File: config.mk
export PLATFORM = sky130hd
export DESIGN_NAME = ipf_fault_sequencer_flat
export DESIGN_NICKNAME = d
export VERILOG_FILES = /design/src/rtl/ipf_fault_sequencer_if.sv /design/src/rtl/ipf_fault_sequencer.sv /design/src/flat_wrapper.sv
export SDC_FILE = /design/constraint.sdc
export NUM_CORES = 1
export LEC_CHECK = 0
export BUFFER_PORTS_ARGS = -buffer_cell sky130_fd_sc_hd__buf_2
export CORE_MARGIN = 2
export CORE_UTILIZATION = 45
export DETAILED_ROUTE_END_ITERATION = 7
export GPL_TIMING_DRIVEN = 0
export MAX_ROUTING_LAYER = met4
export PLACE_DENSITY = 0.76
export SYNTH_ARGS = -nofsm -noshare
export SYNTH_HDL_FRONTEND = slang
export SYNTH_SLANG_ARGS = --single-unit
File: constraint.sdc
create_clock -name CLK_50M -period 2.67 [get_ports CLK_50M]
set_clock_uncertainty 0.05 [all_clocks]
set_input_delay 0.534 -clock CLK_50M [delete_from_list [all_inputs] [get_ports CLK_50M]]
set_output_delay 0.534 -clock CLK_50M [all_outputs]
set_load 0.01 [all_outputs]
File: src/rtl/ipf_fault_sequencer_if.sv
// ============================================================================
// Module   : ipf_fault_sequencer_if
// Brief    : Fault-line, DSP request and status bundle for ipf_fault_sequencer.
// Revision : 1.0 - initial release
// ============================================================================
`default_nettype none

interface ipf_fault_sequencer_if #(
    parameter int N_CH = 4
) ();
    logic [N_CH-1:0] Flt_D;
    logic [N_CH-1:0] Mask;
    logic            Run_Req;
    logic            Clr_Req;
    logic            PWM_EN;
    logic [N_CH-1:0] Flt_Latch;
    logic [N_CH-1:0] First_Flt;
    logic [1:0]      Retry_Cnt;
    logic            Lockout;
    logic [2:0]      State;

    modport master (
        output Flt_D, Mask, Run_Req, Clr_Req,
        input  PWM_EN, Flt_Latch, First_Flt, Retry_Cnt, Lockout, State
    );

    modport slave (
        input  Flt_D, Mask, Run_Req, Clr_Req,
        output PWM_EN, Flt_Latch, First_Flt, Retry_Cnt, Lockout, State
    );
endinterface

`default_nettype wire

File: src/rtl/ipf_fault_sequencer.sv
// ============================================================================
// Module   : ipf_fault_sequencer
// Brief    : Gate-drive protection sequencer; option macro FLT_SEQ_AUTORETRY_EN.
// Revision : 1.0 - initial release
// ============================================================================
`default_nettype none

module ipf_fault_sequencer #(
    parameter int N_CH      = 4,
    parameter int COOL_CYC  = 50000,
    parameter int CNT_W     = 16,
    parameter int MAX_RETRY = 3
) (
    input wire logic              CLK_50M,
    input wire logic              Rst_n,
    ipf_fault_sequencer_if.slave  seq_if
);

    typedef enum logic [2:0] {
        ST_IDLE = 3'd0,
        ST_RUN  = 3'd1,
        ST_TRIP = 3'd2,
        ST_COOL = 3'd3,
        ST_LOCK = 3'd4
    } state_t;

    if (COOL_CYC < 1 || COOL_CYC > (2 ** CNT_W) - 1 || MAX_RETRY < 0 || MAX_RETRY > 3) begin : g_bad_cfg
        $error("ipf_fault_sequencer: COOL_CYC/CNT_W/MAX_RETRY out of range");
    end

    state_t          state_q;
    logic            pwm_q;
    logic            lock_q;
    logic [N_CH-1:0] latch_q;
    logic [N_CH-1:0] first_q;

    logic [N_CH-1:0] act;
    logic            fault;
    logic [N_CH-1:0] first_d;

    assign act     = seq_if.Flt_D & ~seq_if.Mask;
    assign fault   = |act;
    // Isolates the lowest set bit: the lowest-index channel wins a tie.
    assign first_d = act & (~act + N_CH'(1));

`ifdef FLT_SEQ_AUTORETRY_EN
    localparam logic [CNT_W-1:0] CNT_LAST  = CNT_W'(COOL_CYC - 1);
    localparam logic [1:0]       RETRY_MAX = 2'(MAX_RETRY);

    logic [CNT_W-1:0] cnt_q;
    logic [1:0]       retry_q;
`endif

    always_ff @(posedge CLK_50M) begin
        if (!Rst_n) begin
            state_q <= ST_IDLE;
            pwm_q   <= 1'b0;
            lock_q  <= 1'b0;
            latch_q <= '0;
            first_q <= '0;
`ifdef FLT_SEQ_AUTORETRY_EN
            cnt_q   <= '0;
            retry_q <= 2'd0;
`endif
        end else begin
            case (state_q)
                ST_IDLE: begin
                    pwm_q <= 1'b0;
                    if (seq_if.Clr_Req) begin
                        latch_q <= '0;
                        first_q <= '0;
                    end
                    if (seq_if.Run_Req && !fault) begin
                        state_q <= ST_RUN;
                        pwm_q   <= 1'b1;
`ifdef FLT_SEQ_AUTORETRY_EN
                        cnt_q   <= '0;
`endif
                    end
                end

                ST_RUN: begin
                    if (fault) begin
                        state_q <= ST_TRIP;
                        pwm_q   <= 1'b0;
                        latch_q <= latch_q | act;
                        first_q <= first_d;
                    end else begin
`ifdef FLT_SEQ_AUTORETRY_EN
                        // A full cool-down length of clean running forgives earlier trips.
                        if (cnt_q == CNT_LAST) begin
                            retry_q <= 2'd0;
                        end else begin
                            cnt_q <= cnt_q + 1'b1;
                        end
`endif
                        if (!seq_if.Run_Req) begin
                            state_q <= ST_IDLE;
                            pwm_q   <= 1'b0;
                        end
                    end
                end

                ST_TRIP: begin
                    latch_q <= latch_q | act;
`ifdef FLT_SEQ_AUTORETRY_EN
                    if (retry_q >= RETRY_MAX) begin
                        state_q <= ST_LOCK;
                        lock_q  <= 1'b1;
                    end else begin
                        retry_q <= retry_q + 1'b1;
                        cnt_q   <= '0;
                        state_q <= ST_COOL;
                    end
`else
                    state_q <= ST_LOCK;
                    lock_q  <= 1'b1;
`endif
                end

`ifdef FLT_SEQ_AUTORETRY_EN
                ST_COOL: begin
                    latch_q <= latch_q | act;
                    if (fault) begin
                        cnt_q <= '0;
                    end else if (cnt_q == CNT_LAST) begin
                        cnt_q <= '0;
                        if (seq_if.Run_Req) begin
                            state_q <= ST_RUN;
                            pwm_q   <= 1'b1;
                        end else begin
                            state_q <= ST_IDLE;
                        end
                    end else begin
                        cnt_q <= cnt_q + 1'b1;
                    end
                end
`endif

                ST_LOCK: begin
                    if (seq_if.Clr_Req && !fault) begin
                        state_q <= ST_IDLE;
                        lock_q  <= 1'b0;
                        latch_q <= '0;
                        first_q <= '0;
`ifdef FLT_SEQ_AUTORETRY_EN
                        retry_q <= 2'd0;
`endif
                    end
                end

                default: begin
                    state_q <= ST_IDLE;
                    pwm_q   <= 1'b0;
                    lock_q  <= 1'b0;
                end
            endcase
        end
    end

    assign seq_if.PWM_EN    = pwm_q;
    assign seq_if.Lockout   = lock_q;
    assign seq_if.Flt_Latch = latch_q;
    assign seq_if.First_Flt = first_q;
    assign seq_if.State     = state_q;
`ifdef FLT_SEQ_AUTORETRY_EN
    assign seq_if.Retry_Cnt = retry_q;
`else
    assign seq_if.Retry_Cnt = 2'd0;
`endif

endmodule

`default_nettype wire
File: src/flat_wrapper.sv
// flat-port wrapper written by rule: the top's interface ports become plain ports
module ipf_fault_sequencer_flat 
#(
    parameter int N_CH      = 4,
    parameter int COOL_CYC  = 50000,
    parameter int CNT_W     = 16,
    parameter int MAX_RETRY = 3
)
  (CLK_50M, Rst_n, seq_if_Flt_D, seq_if_Mask, seq_if_Run_Req, seq_if_Clr_Req, seq_if_PWM_EN, seq_if_Flt_Latch, seq_if_First_Flt, seq_if_Retry_Cnt, seq_if_Lockout, seq_if_State);
  ipf_fault_sequencer_if #(.N_CH(N_CH)) seq_if_i ();
  input wire logic CLK_50M;
  input wire logic Rst_n;
  input wire logic [$bits(seq_if_i.Flt_D)-1:0] seq_if_Flt_D;
  input wire logic [$bits(seq_if_i.Mask)-1:0] seq_if_Mask;
  input wire logic [$bits(seq_if_i.Run_Req)-1:0] seq_if_Run_Req;
  input wire logic [$bits(seq_if_i.Clr_Req)-1:0] seq_if_Clr_Req;
  output wire logic [$bits(seq_if_i.PWM_EN)-1:0] seq_if_PWM_EN;
  output wire logic [$bits(seq_if_i.Flt_Latch)-1:0] seq_if_Flt_Latch;
  output wire logic [$bits(seq_if_i.First_Flt)-1:0] seq_if_First_Flt;
  output wire logic [$bits(seq_if_i.Retry_Cnt)-1:0] seq_if_Retry_Cnt;
  output wire logic [$bits(seq_if_i.Lockout)-1:0] seq_if_Lockout;
  output wire logic [$bits(seq_if_i.State)-1:0] seq_if_State;
  assign seq_if_i.Flt_D = seq_if_Flt_D;
  assign seq_if_i.Mask = seq_if_Mask;
  assign seq_if_i.Run_Req = seq_if_Run_Req;
  assign seq_if_i.Clr_Req = seq_if_Clr_Req;
  assign seq_if_PWM_EN = seq_if_i.PWM_EN;
  assign seq_if_Flt_Latch = seq_if_i.Flt_Latch;
  assign seq_if_First_Flt = seq_if_i.First_Flt;
  assign seq_if_Retry_Cnt = seq_if_i.Retry_Cnt;
  assign seq_if_Lockout = seq_if_i.Lockout;
  assign seq_if_State = seq_if_i.State;
  ipf_fault_sequencer #(.N_CH(N_CH), .COOL_CYC(COOL_CYC), .CNT_W(CNT_W), .MAX_RETRY(MAX_RETRY)) u_core (.CLK_50M(CLK_50M), .Rst_n(Rst_n), .seq_if(seq_if_i));
endmodule
==> results of run 1 <==
==> synth_stat cells <==
library cell  number  area, µm²
dfxtp_1           13      260.3
nor2_1            12      45.04
a21oi_1            6      30.03
nand2_1            6      22.52
nor2b_4            3      41.29
a22o_1             2      17.52
a22oi_1            2      15.01
buf_2              2      10.01
buf_4              2      15.01
mux2i_1            2      20.02
nor3b_1            2      15.01
a2111oi_0          1      8.760
a21bo_1            1      10.01
a21o_1             1      7.510
a32o_1             1      10.01
and2b_2            1      8.760
and3_1             1      6.260
clkbuf_1           1      3.750
conb_1             1      3.750
inv_1              1      3.750
mux2_4             1      15.01
nand2b_1           1      6.260
nand3_1            1      5.000
nor3_1             1      5.000
nor4_4             1      21.27
nor4b_1            1      8.760
o21bai_1           1      7.510
o31a_1             1      8.760
o31a_4             1      17.52
or2_2              1      6.260
xor2_1             1      8.760
==> worst paths after layout <==
| path | start | end | depth (start not counted) |
|---|---|---|---|
| worst min-delay path | u_core.seq_if.First_Flt[0]$_SDFFE_PN0P_ | u_core.seq_if.First_Flt[0]$_SDFFE_PN0P_ | 1 |
| worst max register to register | u_core.seq_if.State[2]$_SDFFE_PN0P_ | u_core.seq_if.Flt_Latch[3]$_SDFFE_PN0P_ | 6 |
| worst max-delay path | seq_if_Flt_D[2] | u_core.seq_if.First_Flt[2]$_SDFFE_PN0P_ | 6 |
| worst min register to register | u_core.seq_if.First_Flt[0]$_SDFFE_PN0P_ | u_core.seq_if.First_Flt[0]$_SDFFE_PN0P_ | 1 |
==> kinds of logic (layout without fill, tap and decap cells) <==
family / after synthesis / after routing / synth area share, %
compound gates: 17 / 17 / 19.96
flops: 13 / 13 / 39.17
xor+xnor: 1 / 1 / 1.319
buf+inv: 6 / 34 / 4.895
other cells: 1 / 2 / 0.5644
simple gates: 31 / 31 / 28.81
mux: 3 / 3 / 5.273
==> layout make-up <==
| cell class | instances | share of cell area (%) |
|---|---|---|
| Timing Repair Buffer | 24 | 14.39 |
| Multi-Input combinational cell | 54 | 44.98 |
| Buffer | 5 | 3.448 |
| Clock inverter | 1 | 0.5997 |
| Inverter | 1 | 0.4498 |
| Tap cell | 15 | 2.249 |
| Clock buffer | 3 | 2.699 |
| Sequential cell | 13 | 31.18 |
==> sequential cells by signal, summed over array words and instances (netlist names) <==
register and flops:
u_core.seq_if.Flt_Latch 4, u_core.seq_if.Lockout 1, u_core.seq_if.State 3, u_core.seq_if.First_Flt 4, u_core.seq_if.PWM_EN 1
==> metal layers <==
layer  vias up  wire [µm]  GRT usage, %
met2        19        671         27.38
met5         -          0             -
li1        307          -             -
met3         4         76         4.310
met1       285        660         20.79
met4         0         29         7.500
==> metrics by stage <==
| step | hold WS [ns] | instances | power [W] | util (%) |
|---|---|---|---|---|
| after detailed placement | 0.4076 | 112 | 0.0002812 | 60.51 |
| after floorplan | 0.4449 | 73 | 0.0002574 | - |
| after global routing | 0.4515 | 116 | 0.0004240 | 62.57 |
| after CTS | 0.4303 | 116 | 0.0004050 | 62.57 |
| after global placement | 0.3814 | 112 | 0.0002799 | 60.51 |
| final | 0.4212 | 116 | 0.0004035 | 62.57 |
==> power groups by stage <==
stage / Clock, W / Combinational [W] / Sequential [W]
floorplan: 0 / 0.0000464 / 0.000211
global placement: 0 / 0.0000723 / 0.000208
detailed placement: 0 / 0.0000733 / 0.000208
CTS: 0.000128 / 0.0000736 / 0.000203
global route: 0.000138 / 0.0000815 / 0.000204
finish: 0.000126 / 0.0000738 / 0.000203
==> worst max-delay path, stage by stage <==
cell	delay, ns
buf_2	0.10
nor2b_4	0.13
nor4_4	0.43
mux2_4	0.34
o31a_4	0.29
a22o_1	0.24
==> impl_metrics.ini, run 1 <==
[sta]
period_share_pct = 72.59
report.final.setup_viol = 0
final_max_slew_viol_count = 0
finalHoldViolations = 0
rsz0062_at_grt = false
min_period_ns = 1.938
fin_ws_ns = 0.7318
achievable-frequency_mhz = 515.9
setup_tns_ns = 0

[floorplanning]
chipHeight_um = 42.43
coreArea_um2 = 1334
floorplan.initialDensity_pct = 49.81
fp.dieW_um = 42.43
io-pin-count = 27
die_area_um2 = 1800
core.rowCount = 13

[yosys]
post_synth.cell_area_avg_um2 = 9.228
synthCells = 72
share_of_the_yosys_chip_area_belonging_to_registers_pct = 39.17
postSynthRegisterBits = 13
yosys_warnings = 0
syn_area_um2 = 664.4
ys_types = 31

[worst_setup_path]
worstPathMaxFanout = 5
end_kind = flop
worst-setup-path-type = primary input to flop
cp_data_required_time_ns = 2.80
start_kind = primary input
regToRegSetupSlack_ns = 0.95
worst-endpoint-arrival_ns = 2.07

[power]
power_internal_w = 0.0002899
power_density_nw_per_um2 = 483.5
power.static_leakage_nw = 0.4146
seq_power_share_pct = 50.4
power.switching_w = 0.0001136
power.combinational.fraction_pct = 18.3
power_frac_clock_pct = 31.3
power.share.switching_pct = 28.15
vdd.ir_drop.worst_mv = 0.2612

[min_path]
hold_path_class = flop to flop

[layout]
stdcell_area_um2 = 834.6
diodes = 0
drive_above_1_share_pct = 39.60
most-common-layout-cells = buf_2 (26), dfxtp_1 (13), nor2_1 (12), a21oi_1 (6), nand2_1 (6)
area_taken_by_flip_flops_and_latches_um2 = 260.3
nFillCells = 133
fin_nets = 114
mostFrequentLayoutCell = buf_2
multiInputGateArea_um2 = 375.4
area_delta_synth_final_pct = 25.61

[grt]
global_route.usage.total_pct = 17.32
grt_pass1_wl_um = 2297
first_global_vias = 543
grt_max_degree = 11
global_route.overflow_total = 0
grt_antenna_before_repair = 0

[routing]
initialDrtViolationCount = 6
detailroute.via_count = 615
detail_route.drc_violations = 0
routed_wirelength_um = 1438
drt_pass1_iterations = 4
antenna_violating_nets_post_route = 0
detail_route.wl_per_cell_um = 12.40
vias_per_cell = 5.302

[placed_design]
dp.final_hpwl_um = 1078
dpl_cell_area_um2 = 807.0
place_congestion = 0.7202
portBuffers = 24
post-place-ws_ns = 0.4245

[clock_network]
clock_tree_root = clkbuf_4
cts_made_buffers = 3
tritoncts_num_sinks = 13
ctsLongestPathBuffers = 2
postCtsSetupRepairBufs = 0
cts.reportedPaths.clkPinSlew_ns = 0.09
cts_hold_buffers_added = 0
cts_htree_levels = 1
tritoncts = built
postCtsResizedCells = 0
clock_latency_reported_for_the_late_side_of_the_worst_skew_pair_ns = 0.28

[run]
drv_cap = 0

[status]
run_status = finished clean
No activity file was read; power rests on OpenSTA's default activity.
==> run 2, diff against run 1 <==
Settings changed: ABC_AREA set to 1, CORE_UTILIZATION 45 to 42, PLACE_DENSITY 0.76 to 0.74.
Clock period 2.67 ns to 1.76 ns, I/O delays scaled along.
==> run 2 against run 1 <==
Against the previous run:
- sequential power up 50%
- routed wire length is 5.8% higher
- die area rose by 15%
- critical path depth grew 2
- critical endpoint is now u_core.seq_if.Flt_Latch[0]$_SDFFE_PN0P_
==> impl_metrics.ini, run 2 <==
[status]
run_status = finished clean

[grt]
first_global_vias = 638
global_route.overflow_total = 0
global_route.usage.total_pct = 16.96
grt_pass1_wl_um = 2484
grt_antenna_before_repair = 0
grt_max_degree = 11

[clock_network]
postCtsResizedCells = 0
cts_made_buffers = 3
tritoncts = built
cts_hold_buffers_added = 0
postCtsSetupRepairBufs = 0
cts_htree_levels = 1
clock_tree_root = clkbuf_4
ctsLongestPathBuffers = 2
tritoncts_num_sinks = 13
clock_latency_reported_for_the_late_side_of_the_worst_skew_pair_ns = 0.27
cts.reportedPaths.clkPinSlew_ns = 0.08

[layout]
mostFrequentLayoutCell = buf_2
drive_above_1_share_pct = 32.33
fin_nets = 146
most-common-layout-cells = buf_2 (24), nand2_1 (21), inv_1 (15), a21oi_1 (13), dfxtp_1 (13)
nFillCells = 178
diodes = 0
area_delta_synth_final_pct = 23.66

[yosys]
ys_types = 20
synth_enable_flop_cells = 0
synthCells = 104
netlist.area_leader.share_pct = 35.92
main_flop_type_after_synthesis = dfxtp_1
share_of_the_yosys_chip_area_belonging_to_registers_pct = 35.92
yosys_warnings = 0
synth_area_leader_cell = dfxtp_1
synthTopCellsByArea = dfxtp_1 (36%), nand2_1 (11%), a21oi_1 (9.0%)
postSynthRegisterBits = 13
async_reset_ff_share_pct = 0
syn_area_um2 = 724.4
synthMostInstantiatedCell = nand2_1
post_synth_most_frequent_cells = nand2_1 (21), inv_1 (15), a21oi_1 (13), dfxtp_1 (13), nor2_1 (12)
post_synth.cell_area_avg_um2 = 6.966

[power]
power.switching_w = 0.0001647
power_density_nw_per_um2 = 663.8
power_w = 0.0005946
vdd.ir_drop.worst_mv = 0.3406
power_frac_clock_pct = 30.4
power.share.switching_pct = 27.69
power.static_leakage_nw = 0.5037
power_internal_w = 0.0004300
seq_power_share_pct = 51.2
power.combinational.fraction_pct = 18.4

[sta]
report.final.setup_viol = 0
period_share_pct = 73.23
final_max_slew_viol_count = 0
rsz0062_at_grt = false
min_period_ns = 1.289
finalHoldViolations = 0
achievable-frequency_mhz = 775.9
setup_tns_ns = 0

[worst_setup_path]
cp_data_required_time_ns = 1.86
worst-endpoint-arrival_ns = 1.39
worst-setup-path-type = flop to flop
start_kind = flop
worstPathMaxFanout = 7
r2r.worst_path.cells = 8
end_kind = flop

[routing]
drt_pass1_iterations = 4
routed_wirelength_um = 1522
detail_route.wl_per_cell_um = 10.15
detail_route.drc_violations = 0
antenna_violating_nets_post_route = 0
initialDrtViolationCount = 15
detailroute.via_count = 710
vias_per_cell = 4.733

[placed_design]
portBuffers = 24
dp.final_hpwl_um = 1241
place_congestion = 0.7553

[run]
drv_cap = 0

[floorplanning]
io-pin-count = 27
floorplan.initialDensity_pct = 43.37
fp.dieW_um = 45.53
coreArea_um2 = 1670
chipHeight_um = 45.53
die_area_um2 = 2073
core.rowCount = 15

[min_path]
hold-path-cell-count = 3
hold_path_class = primary input to flop
run 2: logic make-up after synthesis:
logic type,share of synthesized area [%]
compound gates,10.36
buf+inv,12.61
flops,35.92
other cells,0.5176
simple gates,40.59
run 2: path summary, 6_finish.rpt:
check	from	to	slack, ns
max	u_core.seq_if.State[1]$_SDFFE_PN0P_	u_core.seq_if.Flt_Latch[0]$_SDFFE_PN0P_	0.47
min	Rst_n	u_core.seq_if.Flt_Latch[3]$_SDFFE_PN0P_	0.30
max reg2reg	u_core.seq_if.State[1]$_SDFFE_PN0P_	u_core.seq_if.Flt_Latch[0]$_SDFFE_PN0P_	0.47
min reg2reg	u_core.seq_if.First_Flt[1]$_SDFFE_PN0P_	u_core.seq_if.First_Flt[1]$_SDFFE_PN0P_	0.41
run 2: per-layer routing:
metal  global-route usage [%]  vias up  wire (µm)
met3                    1.190        4         61
met4                    8.235        0         29
met5                        -        -          0
met2                    29.86       22        761
li1                         -      384          -
met1                    19.08      300        670
run 2: area by class of cell:
type | instances | area [µm²] | area share (%)
inverters | 18 | 67.56 | 7.542
multi-input cells | 71 | 376.6 | 42.04
repair buffers | 24 | 120.1 | 13.41
well taps | 17 | 21.27 | 2.374
plain buffers | 3 | 23.77 | 2.654
flip-flops and latches | 13 | 260.3 | 29.05
clock buffers | 4 | 26.28 | 2.933
run 2: worst max-delay path: stages (launching register included):
cell	delay, ns
dfxtp_1	0.37
nor2_1	0.14
nand2_2	0.11
nand3_1	0.11
nand2_1	0.06
inv_2	0.09
nand3_2	0.12
nand2_1	0.08
a21oi_1	0.05
run 2: through the flow:
step | instance area (µm²) | setup slack, ns | hold WS (ns) | utilization, % | cells
2_1_floorplan | 728.2 | 0.5424 | 0.4332 | - | 105
3_3_place_gp | 869.6 | 0.3510 | 0.3969 | 52.06 | 146
3_5_place_dp | 869.6 | 0.3292 | 0.4016 | 52.06 | 146
4_1_cts | 895.9 | 0.4599 | 0.3012 | 53.63 | 150
5_1_grt | 895.9 | 0.2965 | 0.3449 | 53.63 | 150
6_report | 895.9 | 0.4712 | 0.3040 | 53.63 | 150
run 2: power by group through the flow:
stage          Clock [W]  Sequential (W)  Combinational (W)
2_1_floorplan          0        0.000313          0.0000758
3_3_place_gp           0        0.000311           0.000107
3_5_place_dp           0        0.000311           0.000110
4_1_cts         0.000185        0.000304           0.000110
5_1_grt         0.000200        0.000305           0.000122
6_report        0.000181        0.000304           0.000109
==> run 3, diff against run 2 <==
Clock period 1.76 ns to 1.1 ns, I/O delays scaled along.
==> run 3 against run 2 <==
Against the previous run:
- the flow now finishes with violations (negative setup slack)
- non-clock buffer count up 5
- critical path type unchanged
- highest routed layer unchanged
- largest power group unchanged
- utilization rose by 9.8 points
- final cell count up 3.3%
- sequential cell count is the same
- sequential power up 60%
- hold slack got worse by 0.13 ns
- first-iteration DRC count stayed put
- register-to-register slack worse by 0.60 ns
- largest cell class unchanged
==> impl_metrics.ini, run 3 (same netlist as run 2, synthesis figures left out) <==
[floorplanning]
floorplan.initialDensity_pct = 43.37
fp.dieW_um = 45.53
core.rowCount = 15
chipHeight_um = 45.53
coreArea_um2 = 1670
die_area_um2 = 2073
io-pin-count = 27

[power]
power.share.switching_pct = 30.25
vdd.ir_drop.worst_mv = 0.6198
power_internal_w = 0.0007098
seq_power_share_pct = 47.6
power_w = 0.001018
power_density_nw_per_um2 = 960.2
power_frac_clock_pct = 29.5
power.static_leakage_nw = 0.5392
power.switching_w = 0.0003078
power.combinational.fraction_pct = 22.9

[min_path]
min_to = u_core.seq_if.Flt_Latch[3]$_SDFFE_PN0P_
hold-path-cell-count = 3
hold_path_class = primary input to flop
timing.hold.worst.start = Rst_n

[grt]
grt_max_degree = 11
first_global_vias = 660
global_route.overflow_total = 0
grt_pass1_wl_um = 2615
global_route.usage.total_pct = 17.93
grt_antenna_before_repair = 0

[worst_setup_path]
r2r_path_end = u_core.seq_if.Flt_Latch[1]$_SDFFE_PN0P_
worst-endpoint-arrival_ns = 1.33
regToRegSetupSlack_ns = -0.13
worstPathMaxFanout = 6
cp_data_required_time_ns = 1.21
worst-setup-path-type = flop to flop
critical_path.reg2reg.startpoint = u_core.seq_if.State[1]$_SDFFE_PN0P_
r2r.worst_path.cells = 8
start_kind = flop
end_kind = flop

[routing]
initialDrtViolationCount = 15
detail_route.wl_per_cell_um = 11.82
drt_pass1_iterations = 4
vias_per_cell = 5.026
detailroute.via_count = 779
routed_wirelength_um = 1832
antenna_violating_nets_post_route = 0
detail_route.drc_violations = 0

[clock_network]
tritoncts_num_sinks = 13
tritoncts = built
cts_htree_levels = 1
cts.reportedPaths.clkPinSlew_ns = 0.08
clock_tree_root = clkbuf_4
ctsLongestPathBuffers = 2
cts_made_buffers = 3
clock_latency_reported_for_the_late_side_of_the_worst_skew_pair_ns = 0.28

[layout]
drive_above_1_share_pct = 50.72
area_taken_by_flip_flops_and_latches_um2 = 272.8
multiInputGateArea_um2 = 466.7
nFillCells = 163
final_util_pct = 63.45
most-common-layout-cells = buf_2 (23), nand2_1 (14), inv_1 (13), a21oi_1 (10)
diodes = 0
fin_nets = 151
area_delta_synth_final_pct = 46.29
stdcell_count = 155
mostFrequentLayoutCell = buf_2
stdcell_area_um2 = 1060

[sta]
min_period_ns = 1.227
setup_tns_ns = -1.025
period_share_pct = 111.6
finalHoldViolations = 0
rsz0062_at_grt = true
achievable-frequency_mhz = 814.9
report.final.setup_viol = 13
fin_ws_ns = -0.1271
final_max_slew_viol_count = 0

[status]
run_status = complete, but fails checks
failed_checks = negative setup slack

[placed_design]
place_congestion = 0.8295
dp.final_hpwl_um = 1229
place.detailed.instances = 146
portBuffers = 24
dpl_cell_area_um2 = 890.9

[run]
drv_cap = 0
==> run 3: cell types whose count changed in the layout (fill, tap and decap cells not counted), sizes merged <==
cell	before	now
buf	26	31
==> run 3: per-layer routing <==
metal | global-route usage [%] | share of wire (%) | vias to the layer above | routed length [µm]
li1 | - | - | 392 | -
met3 | 3.571 | 6.2 | 7 | 113
met4 | 7.059 | 2.0 | 0 | 36
met1 | 20.19 | 41 | 347 | 748
met2 | 30.70 | 51 | 33 | 933
met5 | - | 0 | - | 0
==> run 3: how the worst max path moves through the flow <==
stage | to | depth (start not counted) | slack [ns] | start
finish | u_core.seq_if.Flt_Latch[1]$_SDFFE_PN0P_ | 8 | -0.13 | u_core.seq_if.State[1]$_SDFFE_PN0P_
global route | u_core.seq_if.Flt_Latch[2]$_SDFFE_PN0P_ | 9 | -0.19 | u_core.seq_if.State[2]$_SDFFE_PN0P_
CTS | u_core.seq_if.Flt_Latch[0]$_SDFFE_PN0P_ | 9 | -0.11 | u_core.seq_if.State[0]$_SDFFE_PN0P_
detailed placement | u_core.seq_if.Flt_Latch[0]$_SDFFE_PN0P_ | 10 | -0.20 | seq_if_Mask[0]
global placement | u_core.seq_if.Flt_Latch[0]$_SDFFE_PN0P_ | 9 | -0.18 | seq_if_Flt_D[1]
floorplan | u_core.seq_if.Flt_Latch[0]$_SDFFE_PN0P_ | 8 | -0.001 | u_core.seq_if.State[2]$_SDFFE_PN0P_
==> run 3: layout make-up <==
cell class	count	share of cell area, %
plain buffers	3	2.243
clock buffers	4	2.479
inverters	18	7.320
multi-input cells	71	44.04
flip-flops and latches	13	25.74
well taps	17	2.007
repair buffers	29	16.17
==> run 3: power groups by stage <==
stage	Combinational (W)	Sequential [W]	Clock [W]
2_1_floorplan	0.000125	0.000499	0
3_3_place_gp	0.000176	0.000495	0
3_5_place_dp	0.000179	0.000496	0
4_1_cts	0.000198	0.000484	0.000300
5_1_grt	0.000253	0.000486	0.000322
6_report	0.000233	0.000485	0.000300
==> run 3: critical path, stage by stage, from the launching register on <==
cell,delay (ns)
dfxtp_4,0.38
nor2_4,0.13
nand2_4,0.09
nand3_2,0.08
nand2_2,0.07
inv_4,0.08
nand3_4,0.09
nand2_2,0.09
a21oi_2,0.05
==> run 3: timing repair <==
| action | in CTS | in global routing |
|---|---|---|
| hold buffers | 0 | 0 |
| gates resized for setup | 7 | 23 |
| gates cloned | 0 | 0 |
| setup endpoints to repair | 12 | 14 |
| setup buffers | 3 | 2 |
| pin swaps | 3 | 13 |
==> run 3: through the flow <==
step,hold slack [ns],setup slack (ns)
floorplan,0.3354,-0.001460
global placement,0.3966,-0.1793
detailed placement,0.3987,-0.2027
CTS,0.1725,-0.1096
global route,0.2043,-0.1898
finish,0.1738,-0.1271
